**src/rtl/fp32_pkg.sv**
```systemverilog
// Shared FP32 field layout, constants and FSM states for the FP32 -> int32 converter.
package fp32_pkg;

   localparam int FP32_BIAS = 127;
   localparam logic [7:0] FP32_EXP_SPECIAL = 8'hFF;

   localparam int SIGN_BIT = 31;
   localparam int EXP_W    = 8;
   localparam int EXP_LSB  = 23;
   localparam int FRAC_W   = 23;
   localparam int MAG_W    = 32;
   localparam int CNT_W    = 6;

   // Shift distance that pushes every significand bit past the guard position.
   localparam logic [CNT_W-1:0] CNT_FLUSH = 6'd33;

   typedef enum logic [1:0] {IDLE, SHIFT, FINISH, HOLD} state_t;

endpackage

```
**src/rtl/fp_shift_sticky.sv**
```systemverilog
// Right shift of {mag, guard, sticky} by 0..SHIFT_STEP positions in one cycle.
module fp_shift_sticky
   import fp32_pkg::*;
#(
   parameter int SHIFT_STEP = 1
) (
   input  logic [MAG_W-1:0] mag_in,
   input  logic             guard_in,
   input  logic             sticky_in,
   input  logic [CNT_W-1:0] step,
   output logic [MAG_W-1:0] mag_out,
   output logic             guard_out,
   output logic             sticky_out
);

   always_comb begin
      mag_out    = mag_in;
      guard_out  = guard_in;
      sticky_out = sticky_in;
      // Each single-bit step retires the old guard into sticky.
      for (int i = 1; i <= SHIFT_STEP; i++) begin
         if (CNT_W'(i) <= step) begin
            sticky_out = sticky_out | guard_out;
            guard_out  = mag_out[0];
            mag_out    = mag_out >> 1;
         end
      end
   end

endmodule

```
**src/rtl/fp32_to_int32.sv**
```systemverilog
// Multi-cycle FP32 to signed int32 converter with valid/ready on both sides.
// Build option: define FP32_TO_INT_RNE_EN for round-to-nearest-even; default truncates.
module fp32_to_int32
   import fp32_pkg::*;
#(
   parameter int SHIFT_STEP = 1
) (
   input  logic        clk,
   input  logic        rst,
   input  logic        in_valid,
   output logic        in_ready,
   input  logic [31:0] in_data,
   output logic        out_valid,
   input  logic        out_ready,
   output logic [31:0] out_data,
   output logic        out_exception,
   output logic        out_overflow,
   output logic        out_inexact
);

   localparam logic [CNT_W-1:0] STEP_MAX = CNT_W'(SHIFT_STEP);

   function automatic logic [MAG_W:0] round_mag(input logic [MAG_W-1:0] m, input logic up);
      return {1'b0, m} + (MAG_W+1)'(up);
   endfunction

   // Returns {overflow, result}; only a positive 2^31 is unrepresentable here.
   function automatic logic [MAG_W:0] sat_result(input logic sgn, input logic [MAG_W:0] rmag);
      logic signed [MAG_W-1:0] neg;
      if (!sgn && (rmag[MAG_W] | rmag[MAG_W-1]))
         return {1'b1, 32'h7FFF_FFFF};
      neg = -$signed(rmag[MAG_W-1:0]);
      return {1'b0, sgn ? neg : rmag[MAG_W-1:0]};
   endfunction

   state_t state, state_nx;

   logic [EXP_W-1:0]        in_exp;
   logic [FRAC_W-1:0]       in_frac;
   logic signed [EXP_W:0]   in_e;
   logic                    in_exc, in_big, in_min, in_special, accept;
   logic [CNT_W-1:0]        in_count, count, count_nx, step;
   logic [MAG_W-1:0]        mag, sh_mag;
   logic                    sign, guard, sticky, sh_guard, sh_sticky;
   logic                    exc_q, ovf_q, min_q, rnd_up;
   logic [MAG_W:0]          rmag, sat;

   assign in_exp     = in_data[EXP_LSB +: EXP_W];
   assign in_frac    = in_data[FRAC_W-1:0];
   assign in_e       = $signed({1'b0, in_exp}) - $signed((EXP_W+1)'(FP32_BIAS));
   assign in_exc     = (in_exp == FP32_EXP_SPECIAL);
   assign in_big     = (in_e >= 9'sd31);
   assign in_min     = in_data[SIGN_BIT] & (in_exp == 8'd158) & (in_frac == '0);
   assign in_special = in_exc | in_big;
   // For e in [-1,30] the 6-bit wrap of 31-e yields the exact 1..32 distance.
   assign in_count   = in_special ? '0 :
                       (in_e <= -9'sd2) ? CNT_FLUSH : (6'd31 - in_e[CNT_W-1:0]);

   assign in_ready  = (state == IDLE);
   assign out_valid = (state == HOLD);
   assign accept    = in_valid & in_ready;

   assign step     = (count < STEP_MAX) ? count : STEP_MAX;
   assign count_nx = count - step;

   fp_shift_sticky #(.SHIFT_STEP(SHIFT_STEP)) u_shift (
      .mag_in     (mag),
      .guard_in   (guard),
      .sticky_in  (sticky),
      .step       (step),
      .mag_out    (sh_mag),
      .guard_out  (sh_guard),
      .sticky_out (sh_sticky)
   );

`ifdef FP32_TO_INT_RNE_EN
   assign rnd_up = guard & (sticky | mag[0]);
`else
   assign rnd_up = 1'b0;
`endif

   assign rmag = round_mag(mag, rnd_up);
   assign sat  = sat_result(sign, rmag);

   always_ff @(posedge clk or posedge rst) begin
      if (rst) state <= IDLE;
      else     state <= state_nx;
   end

   always_comb begin
      state_nx = state;
      case (state)
         IDLE:    if (accept) state_nx = in_special ? FINISH : SHIFT;
         SHIFT:   if (count_nx == '0) state_nx = FINISH;
         FINISH:  state_nx = HOLD;
         HOLD:    if (out_ready) state_nx = IDLE;
         default: state_nx = IDLE;
      endcase
   end

   // ---- stage p0: operand capture and serial denormalisation
   always_ff @(posedge clk) begin
      if (accept) begin
         sign   <= in_data[SIGN_BIT];
         mag    <= {|in_exp, in_frac, (MAG_W-FRAC_W-1)'(0)};
         guard  <= 1'b0;
         sticky <= 1'b0;
         exc_q  <= in_exc;
         ovf_q  <= in_big & ~in_exc & ~in_min;
         min_q  <= in_min;
      end else if (state == SHIFT) begin
         mag    <= sh_mag;
         guard  <= sh_guard;
         sticky <= sh_sticky;
      end
   end

   // ---- stage p1: shift count and registered result
   always_ff @(posedge clk or posedge rst) begin
      if (rst) begin
         count         <= '0;
         out_data      <= '0;
         out_exception <= 1'b0;
         out_overflow  <= 1'b0;
         out_inexact   <= 1'b0;
      end else begin
         if (accept)              count <= in_count;
         else if (state == SHIFT) count <= count_nx;

         if (state == FINISH) begin
            if (exc_q) begin
               out_data      <= 32'hFFFF_FFFF;
               out_exception <= 1'b1;
               out_overflow  <= 1'b0;
               out_inexact   <= 1'b0;
            end else if (min_q) begin
               out_data      <= 32'h8000_0000;
               out_exception <= 1'b0;
               out_overflow  <= 1'b0;
               out_inexact   <= 1'b0;
            end else if (ovf_q) begin
               out_data      <= sign ? 32'h8000_0000 : 32'h7FFF_FFFF;
               out_exception <= 1'b0;
               out_overflow  <= 1'b1;
               out_inexact   <= 1'b0;
            end else begin
               out_data      <= sat[MAG_W-1:0];
               out_exception <= 1'b0;
               out_overflow  <= sat[MAG_W];
               out_inexact   <= guard | sticky;
            end
         end
      end
   end

endmodule

```
**config.mk**
```make
export PLATFORM = sky130hd
export DESIGN_NAME = fp32_to_int32
export DESIGN_NICKNAME = d
export VERILOG_FILES = /design/src/rtl/fp32_pkg.sv /design/src/rtl/fp_shift_sticky.sv /design/src/rtl/fp32_to_int32.sv
export SDC_FILE = /design/constraint.sdc
export NUM_CORES = 1
export LEC_CHECK = 0
export CORE_ASPECT_RATIO = 1.5
export CORE_MARGIN = 3
export CORE_UTILIZATION = 35
export CTS_BUF_LIST = sky130_fd_sc_hd__clkbuf_2
export DETAILED_ROUTE_END_ITERATION = 12
export DONT_BUFFER_PORTS = 1
export GPL_TIMING_DRIVEN = 0
export PLACE_DENSITY_LB_ADDON = 0.12
export SLEW_MARGIN = 10
export SYNTH_ARGS = -nofsm -noshare
export SYNTH_HDL_FRONTEND = slang
export SYNTH_SLANG_ARGS = --single-unit
export TNS_END_PERCENT = 5
```
**constraint.sdc**
```tcl
create_clock -name clk -period 2.45 [get_ports clk]
set_input_delay 0.245 -clock clk [delete_from_list [all_inputs] [get_ports clk]]
set_output_delay 0.245 -clock clk [all_outputs]
set_load 0.02 [all_outputs]
```
### Yosys cells after proc, flatten, opt, wreduce, memory -nomap -nowiden

Cells that the tools add are included.

| word-level totals | value |
|---|---|
| latch bits | 0 |
| RAM bits | 0 |
| output and inout port bits | 37 |
| memory bits (read-only) | 0 |
| memories kept | 0 |
| bits of input ports | 36 |
| bits in registers | 81 |
| word-level logic and storage cells | 78 |

| cells by class | value |
|---|---|
| bitwise logic cells | 9 |
| shift-type cells | 0 |
| magnitude comparators | 4 |
| equal/unequal tests | 8 |
| div/mod/pow operators | 0 |
| $add $sub $neg | 4 |
| reduce and logical (&&, ||, !) cells | 11 |
| multipliers | 0 |
| muxes and demuxes | 28 |

Operators with widths:

| kind | number |
|---|---|
| 32-bit 2-to-1 mux | 8 |
| 33-bit 2-to-1 mux | 2 |
| 32-bit negation | 1 |
| 6-bit 2-to-1 mux | 5 |
| 23-bit logical NOT | 1 |
| 8-bit equality test (second input constant) | 2 |
| 9-bit by 6-bit >= comparator with 1-bit output (second input constant) | 1 |
| 9-bit by 2-bit less-or-equal comparator with 1-bit output (second input constant) | 1 |
| 8-bit by 7-bit subtractor with 9-bit output (second input constant) | 1 |
| 1-bit 2-to-1 mux | 8 |
| 2-bit 2-to-1 mux | 4 |
| 2-bit case mux with 4 select lines | 1 |
| 8-bit OR reduction | 1 |
| 1-bit by 6-bit less-or-equal comparator with 1-bit output (first input constant) | 1 |
| 6-bit logical NOT | 1 |
| 6-bit by 1-bit < comparator with 1-bit output (second input constant) | 1 |
| 5-bit by 6-bit subtractor with 6-bit output (first input constant) | 1 |
| 6-bit subtractor | 1 |
| 1-bit AND | 5 |
| 2-bit equality test (second input constant) | 2 |
| 2-bit by 1-bit inequality test with 1-bit output (second input constant) | 2 |
| 2-bit AND reduction | 2 |
| 2-bit nonzero test | 2 |
| 3-bit AND reduction | 1 |
| other kinds (7) | 9 |

### Logic depth before layout (Yosys ltp)

Gate-level depths: netlist of run 1.

| logic depth | value |
|---|---|
| word-level depth | 7 |
| depth in mapped cells | 9 |

### By module

From an unflattened synthesis of run 1, not the netlist that was laid out.

| second synthesis, totals | value |
|---|---|
| cell total of the unflattened synthesis | 570 |
| area, all modules | 5361.4 sq um |

By module, submodules not included:

| module | cells each | instances | area an instance (sq um) | sequential area each (sq um) |
|---|---|---|---|---|
| fp32_to_int32 | 530 | 1 | 4813.4 | 2117.0 |
| fp_shift_sticky | 40 | 1 | 548.0 | 0.0 |

### Worst setup path before layout of run 1

No wires, ideal clock.

| path | value |
|---|---|
| kind | reg2reg |
| start point | register count[4] |
| end point | register mag[10], enable pin |
| required time | 2025 ps |
| clock period less this slack | 2516 ps |
| path buffers | 1 |
| data arrival time | 2091 ps |
| stages on the path, launching flop included | 6 |
| path slack | -66 ps |
| cells stage by stage | dfrtp_1 -> or3_1 -> or3_1 -> o21ai_1 -> clkbuf_1 -> nand2_1 |

| between the ends | value |
|---|---|
| word-level cells in the longest chain between the ends | 5 |

RTL lines:

| item | line | source |
|---|---|---|
| from (decl) | fp32_to_int32.sv:42 | `logic [CNT_W-1:0] in_count, count, count_nx, step;` |
| from (signal assigned) | fp32_to_int32.sv:127 | `if (accept) count <= in_count;` |
| from (signal assigned) | fp32_to_int32.sv:128 | `else if (state == SHIFT) count <= count_nx;` |
| 6-bit by 1-bit < comparator with 1-bit output | fp32_to_int32.sv:63 | `assign step = (count < STEP_MAX) ? count : STEP_MAX;` |
| 6-bit 2-to-1 mux * | fp32_to_int32.sv:63 |  |
| 1-bit by 6-bit less-or-equal comparator with 1-bit output * | fp_shift_sticky.sv:22 | `if (CNT_W'(i) <= step) begin` |
| 2-bit nonzero test (no source line) * | n/a |  |
| 2-bit AND reduction (no source line) * | n/a |  |
| to (signal assigned) | fp32_to_int32.sv:105 | `mag <= {\|in_exp, in_frac, (MAG_W-FRAC_W-1)'(0)};` |
| to (signal assigned) | fp32_to_int32.sv:112 | `mag <= sh_mag;` |
| to (decl) | fp32_to_int32.sv:43 | `logic [MAG_W-1:0] mag, sh_mag;` |

Mark *: on every way between the ends. The rest lies on a longest branch, timed or not.
A chain may end at the register's enable or synchronous reset.

### Final worst setup path of run 1

| path | value |
|---|---|
| start point | register mag[18] |
| end point | register out_data[23] |

| between the ends | value |
|---|---|
| word-level cells in the longest chain between the ends | 6 |

RTL lines:

| item | line | source |
|---|---|---|
| 32-bit negation | fp32_to_int32.sv:32 | `neg = -$signed(rmag[MAG_W-1:0]);` |
| 32-bit 2-to-1 mux | fp32_to_int32.sv:33 | `return {1'b0, sgn ? neg : rmag[MAG_W-1:0]};` |
| 33-bit 2-to-1 mux | fp32_to_int32.sv:32 |  |
| 32-bit 2-to-1 mux | fp32_to_int32.sv:141 | `end else if (ovf_q) begin` |
| 32-bit 2-to-1 mux | fp32_to_int32.sv:136 | `end else if (min_q) begin` |
| 32-bit 2-to-1 mux | fp32_to_int32.sv:131 | `if (exc_q) begin` |
| to (signal assigned) | fp32_to_int32.sv:142 | `out_data <= sign ? 32'h8000_0000 : 32'h7FFF_FFFF;` |
| to (signal assigned) | fp32_to_int32.sv:147 | `out_data <= sat[MAG_W-1:0];` |
| to (decl) | fp32_to_int32.sv:15 | `output logic [31:0] out_data,` |

No other way between the ends.

==> metrics.cfg, run 1 <==
[grt]
gr-usage-all-layers = 0.180
grt_max_degree = 32
first_global_vias = 4034
grt_overflow = 0
antenna_found_initial = 1
grt_first_pass_wirelength_microns = 20800

[floorplan]
die_w_microns = 99.8
core_area_sq_um = 12700
rows = 50
start_util = 0.363
die_y_microns = 147
pin_count = 73
die_area_sq_um = 14600

[route]
drc = 0
drtAntennaViolNets = 0
drtIter0Drc = 110
routedWlPerCell_microns = 17.8
dr.pass1.iters = 7
routed_via_density = 5.51
vias = 3940
wl_microns = 12800

[clock_tree]
clock_path_buffers = 2
numCtsBuffers = 9
path_clk_slew_ns = 0.25
root_buffer = clkbuf_2
h-tree-depth = 3
clock_latency_ns = 0.55
clock-sinks = 81
cts_tree = done

[setup_path]
worstSetupPathType = reg2reg
required_ns = 2.90
startpoint = mag[18]
startpoint_type = register
cp_data_arrival_time_ns = 2.89
endpoint_kind = register
cp_max_fo = 5
rr_startpoint = mag[18]

[sta]
slew_headroom = 0.570
worstMarginPinSlew_ns = 0.645
hold_viol_final = 0
slew_violations = 0
whs_ns = 0.0781
setup_viol = 0
finalCritPeriodShare = 0.997
fin_skew_ns = 0.0314
rsz0062_at_grt = yes
layout_min_cycle_time_ns = 2.44
fmax_mhz = 410

[yosys]
ys_ff_latch = 81
ys_warn_count = 0
synth_nets = 548
ys_types = 58
syn_avg_cell_area_sq_um = 9.18
synthesis.area_sq_um = 4620
synth_ff_type = dfrtp_1
ys_seq_area_frac = 0.459
syn_inst = 503
async_flop_share = 0.531
synth-edff-count = 28

[place]
place_area_sq_um = 4830
io_buffers = 0
hpwl_microns = 9830
gp_congestion = 0.831

[layout]
finish.instance_area_sq_um = 5490
final_common_cell = nand2_1
drive_gt1_frac = 0.102
synthToLayoutAreaGrowth_pct = 19.0
final_cell_mix = nand2_1, o21ai_0, dfrtp_1
finalNetCount = 598

[power_and_ir_drop]
sequentialPowerShare = 0.440
clockPowerShare = 0.146
powerDensity_nw_per_um2 = 1280
p_switching_mw = 3.20
peakVddDrop_v = 0.000378
swShare = 0.457
comb_power_share = 0.414
p_leak_nw = 2.19
p_int_mw = 3.81

[outcome]
outcome = complete, no violations

[worst_hold_path]
hold_path_class = in2async

[job]
max_cap_violations = 0

[critical path: stages (launching register included)]
cell,delay (ns)
edfxtp_1,0.55
or4_4,0.54
or3_4,0.38
o31ai_1,0.25
xor2_1,0.26
a21oi_1,0.12
a211o_1,0.24
[power by group through the flow]
stage                     combinational [mW]  clock, mW  sequential [mW]
after global routing                    3.28       1.12             3.19
after global placement                  2.65          0             3.10
after CTS                               2.80       1.06             3.09
after floorplan                         2.07          0             2.91
final                                   2.90       1.03             3.08
after detailed placement                2.70          0             3.13
[through the flow]
| stage | util | std cells | setup slack, ns | total power, mW | setup TNS [ns] |
|---|---|---|---|---|---|
| floorplan | - | 503 | 0.162 | 4.98 | 0 |
| global placement | 0.379 | 659 | -0.394 | 5.74 | -10.0 |
| detailed placement | 0.381 | 660 | -0.396 | 5.82 | -10.43 |
| CTS | 0.424 | 708 | -0.0388 | 6.95 | -0.0388 |
| global route | 0.433 | 715 | -0.122 | 7.58 | -0.627 |
| finish | 0.433 | 715 | 0.00853 | 7.01 | 0 |
[synth_stat cells (11+ instances only)]
cell type  count  area [sq um]
o221ai_1      11          96.3
xnor2_1       13           114
a211o_1       12           105
inv_1         28           105
o21ai_0       45           225
nor2_1        25          93.8
dfrtp_1       43          1080
nand2_1       83           312
edfxtp_1      28           841
a21oi_1       39           195
xor2_1        19           166
clkbuf_1      29           109
[flip-flops by register name, summed over array words and instances, names as in the netlist]
signal and flops:
state 2, count 6, exc_q 1, guard 1
out_overflow 1, mag 32, ovf_q 1, out_exception 1
out_inexact 1, sign 1, out_data 32, min_q 1
sticky 1
[cell type report]
class / instances / area, sq um
antenna: 1 / 2.50
buffer: 31 / 129
clock buffer: 9 / 45.0
clock inverter: 7 / 143
fill: 1274 / 7210
inverter: 28 / 105
multi-input combinational: 362 / 2350
sequential: 81 / 2120
tap: 156 / 195
timing repair buffer: 40 / 400
[final timing paths]
kind | to | slack, ns | cells after the start
worst min register to register | guard | 0.49 | 2
max in group asynchronous | out_data[27] | 1.91 | 3
min in group clk | count[1] | 0.08 | 3
worst max-delay path | out_data[23] | 0.009 | 6
worst max register to register | out_data[23] | 0.009 | 6
worst min-delay path | state[0] | 0.08 | 2
[metal layers]
| layer | up-vias | part of all wire | global-route usage |
|---|---|---|---|
| met2 | 116 | 0.51 | 0.305 |
| met5 | - | 0 | 0 |
| met4 | 0 | 0.024 | 0.0656 |
| met3 | 23 | 0.048 | 0.0502 |
| li1 | 1916 | - | - |
| met1 | 1885 | 0.42 | 0.214 |
[what timing repair did]
action,CTS,global route
endpoints found under the setup margin,61,81
pin swaps,1,2
buffers inserted,0,4
endpoints found under the hold margin,77,1
hold buffers,32,3
gates resized for setup,11,14
[cells by family after synthesis]
kind of cell | count (synthesis) | synth area share
xor+xnor | 32 | 0.0607
fa+ha+maj | 9 | 0.0244
buf+inv | 60 | 0.0504
compound gates | 149 | 0.220
mux | 5 | 0.0114
simple gates | 167 | 0.174
flops | 81 | 0.459
Power figures use the tool's default switching activity.
==> run 2, diff against run 1 <==
==> constraint.sdc (replaced) <==
create_clock -name clk -period 2.45 [get_ports clk]
set_input_delay 0.245 -clock clk [delete_from_list [all_inputs] [get_ports clk]]
set_output_delay 0.245 -clock clk [all_outputs]
set_load 0.05 [all_outputs]
==> metrics.cfg, run 2 (synthesized netlist as in run 1, its figures left out) <==
[layout]
drive_gt1_frac = 0.127
multiInputGateArea_sq_um = 2380
final_cell_mix = nand2_1, o21ai_0, dfrtp_1
final-seq-area_sq_um = 2120
final_common_cell = nand2_1
finalNetCount = 609
fill_cells = 1264
stdcell_count = 726
synthToLayoutAreaGrowth_pct = 21.4
largest_registers = mag x32, out_data x32, count x6

[setup_path]
worstRegToRegCells = 6
startpoint_type = register
cp_slowest_stage_delay_ns = 0.57
ff2ff_setup_slack_ns = 0.05
required_ns = 2.89
r2r_end = out_data[23]
cp_num_cells = 6
cp_max_fo = 4
worst_path_max_delay_cell = or4_4
cp_data_arrival_time_ns = 2.85
path_delay_family = simple AND/OR/NAND/NOR gates
endpoint_kind = register
cp.buffers_inverters = 0
rr_startpoint = mag[19]
worstSetupPathType = reg2reg
cp_cell_sequence = or4_4 > or3_4 > o31ai_1 > xor2_1 > a21oi_1 > a211o_1

[sta]
slew_violations = 0
layout_min_cycle_time_ns = 2.40
setup_viol = 0
fmax_mhz = 416
slew_headroom = 0.577
rsz0062_at_grt = yes
tns_ns = 0
finalCritPeriodShare = 0.981
fin_skew_ns = 0.0320
worstMarginPinSlew_ns = 0.634
hold_viol_final = 0

[floorplan]
die_y_microns = 147
die_area_sq_um = 14600
die_w_microns = 99.8
rows = 50
core_area_sq_um = 12700
pin_count = 73
start_util = 0.363

[route]
vias = 3958
wl_microns = 12900
drc = 0
drtIter0Drc = 139
routed_via_density = 5.45
routedWlPerCell_microns = 17.7
drtAntennaViolNets = 0
dr.pass1.iters = 4

[worst_hold_path]
hold_path_class = in2async

[clock_tree]
clock-sinks = 81
cts_tree = done
h-tree-depth = 3
path_clk_slew_ns = 0.25
root_buffer = clkbuf_2
clock_latency_ns = 0.55
clock_path_buffers = 2
numCtsBuffers = 9

[grt]
antenna_found_initial = 1
gr-usage-all-layers = 0.180
grt_overflow = 0
first_global_vias = 4034
grt_max_degree = 32
grt_first_pass_wirelength_microns = 20800

[power_and_ir_drop]
p_leak_nw = 2.26
powerDensity_nw_per_um2 = 1400
peakVddDrop_v = 0.000419

[job]
max_cap_violations = 0

[place]
dp_cells = 660
hpwl_microns = 9830
io_buffers = 0
gp_congestion = 0.831

[outcome]
outcome = complete, no violations

==> run 2: cell types whose count changed in the layout (fill, tap and decap cells not counted), moves of 2 or more <==
| cell | previous run | this run |
|---|---|---|
| or2_4 | 0 | 2 |
| buf_4 | 4 | 14 |
| o21ai_1 | 0 | 2 |
| o21ai_0 | 45 | 43 |
==> run 2: timing repair <==
action                     4_1_cts  5_1_grt
hold buffers                    32        4
resized for setup               14       19
setup endpoints to repair       82       66
cloned                           0        0
setup buffers                    0       14
pin swaps                        1        9
hold endpoints to repair        77        2
==> run 2: layout make-up <==
| class | instances | share of cell area |
|---|---|---|
| Timing Repair Buffer | 51 | 0.0866 |
| Inverter | 28 | 0.0188 |
| Clock inverter | 7 | 0.0254 |
| Clock buffer | 9 | 0.00804 |
| Tap cell | 156 | 0.0348 |
| Antenna cell | 1 | 0.000446 |
| Buffer | 31 | 0.0232 |
| Sequential cell | 81 | 0.378 |
| Multi-Input combinational cell | 362 | 0.425 |
==> run 2: worst max-delay path by stage <==
stage          startpoint           end  slack, ns
6_report          mag[19]  out_data[23]       0.05
5_1_grt           mag[26]  out_data[31]      -0.06
4_1_cts          count[3]      state[1]      -0.04
3_5_place_dp     state[0]        mag[8]      -0.53
3_3_place_gp     state[0]        mag[8]      -0.47
2_1_floorplan    state[0]       mag[10]       0.08
==> run 2: through the flow <==
stage               setup WS (ns)  total power, mW  hold slack [ns]  utilization  cell area (sq um)
finish                     0.0468             7.87           0.0846        0.441               5610
detailed placement         -0.531             6.51            0.108        0.381               4830
floorplan                  0.0798             5.67            0.344            -               4620
global route              -0.0565             8.43          0.00469        0.441               5610
CTS                       -0.0388             7.65           0.0109        0.425               5400
global placement           -0.466             6.43            0.344        0.379               4810
==> run 2: where the power goes <==
group | total, mW | switching (mW) | internal [mW]
Clock | 1.03 | 0.488 | 0.539
Sequential | 3.72 | 1.62 | 2.09
Combinational | 3.12 | 1.84 | 1.28
==> run 2: layer usage <==
layer	wire length, microns	up-vias	global-route usage
li1	-	1941	-
met1	5330	1896	0.214
met2	6610	100	0.305
met3	622	21	0.0502
met4	294	0	0.0656
met5	0	-	0
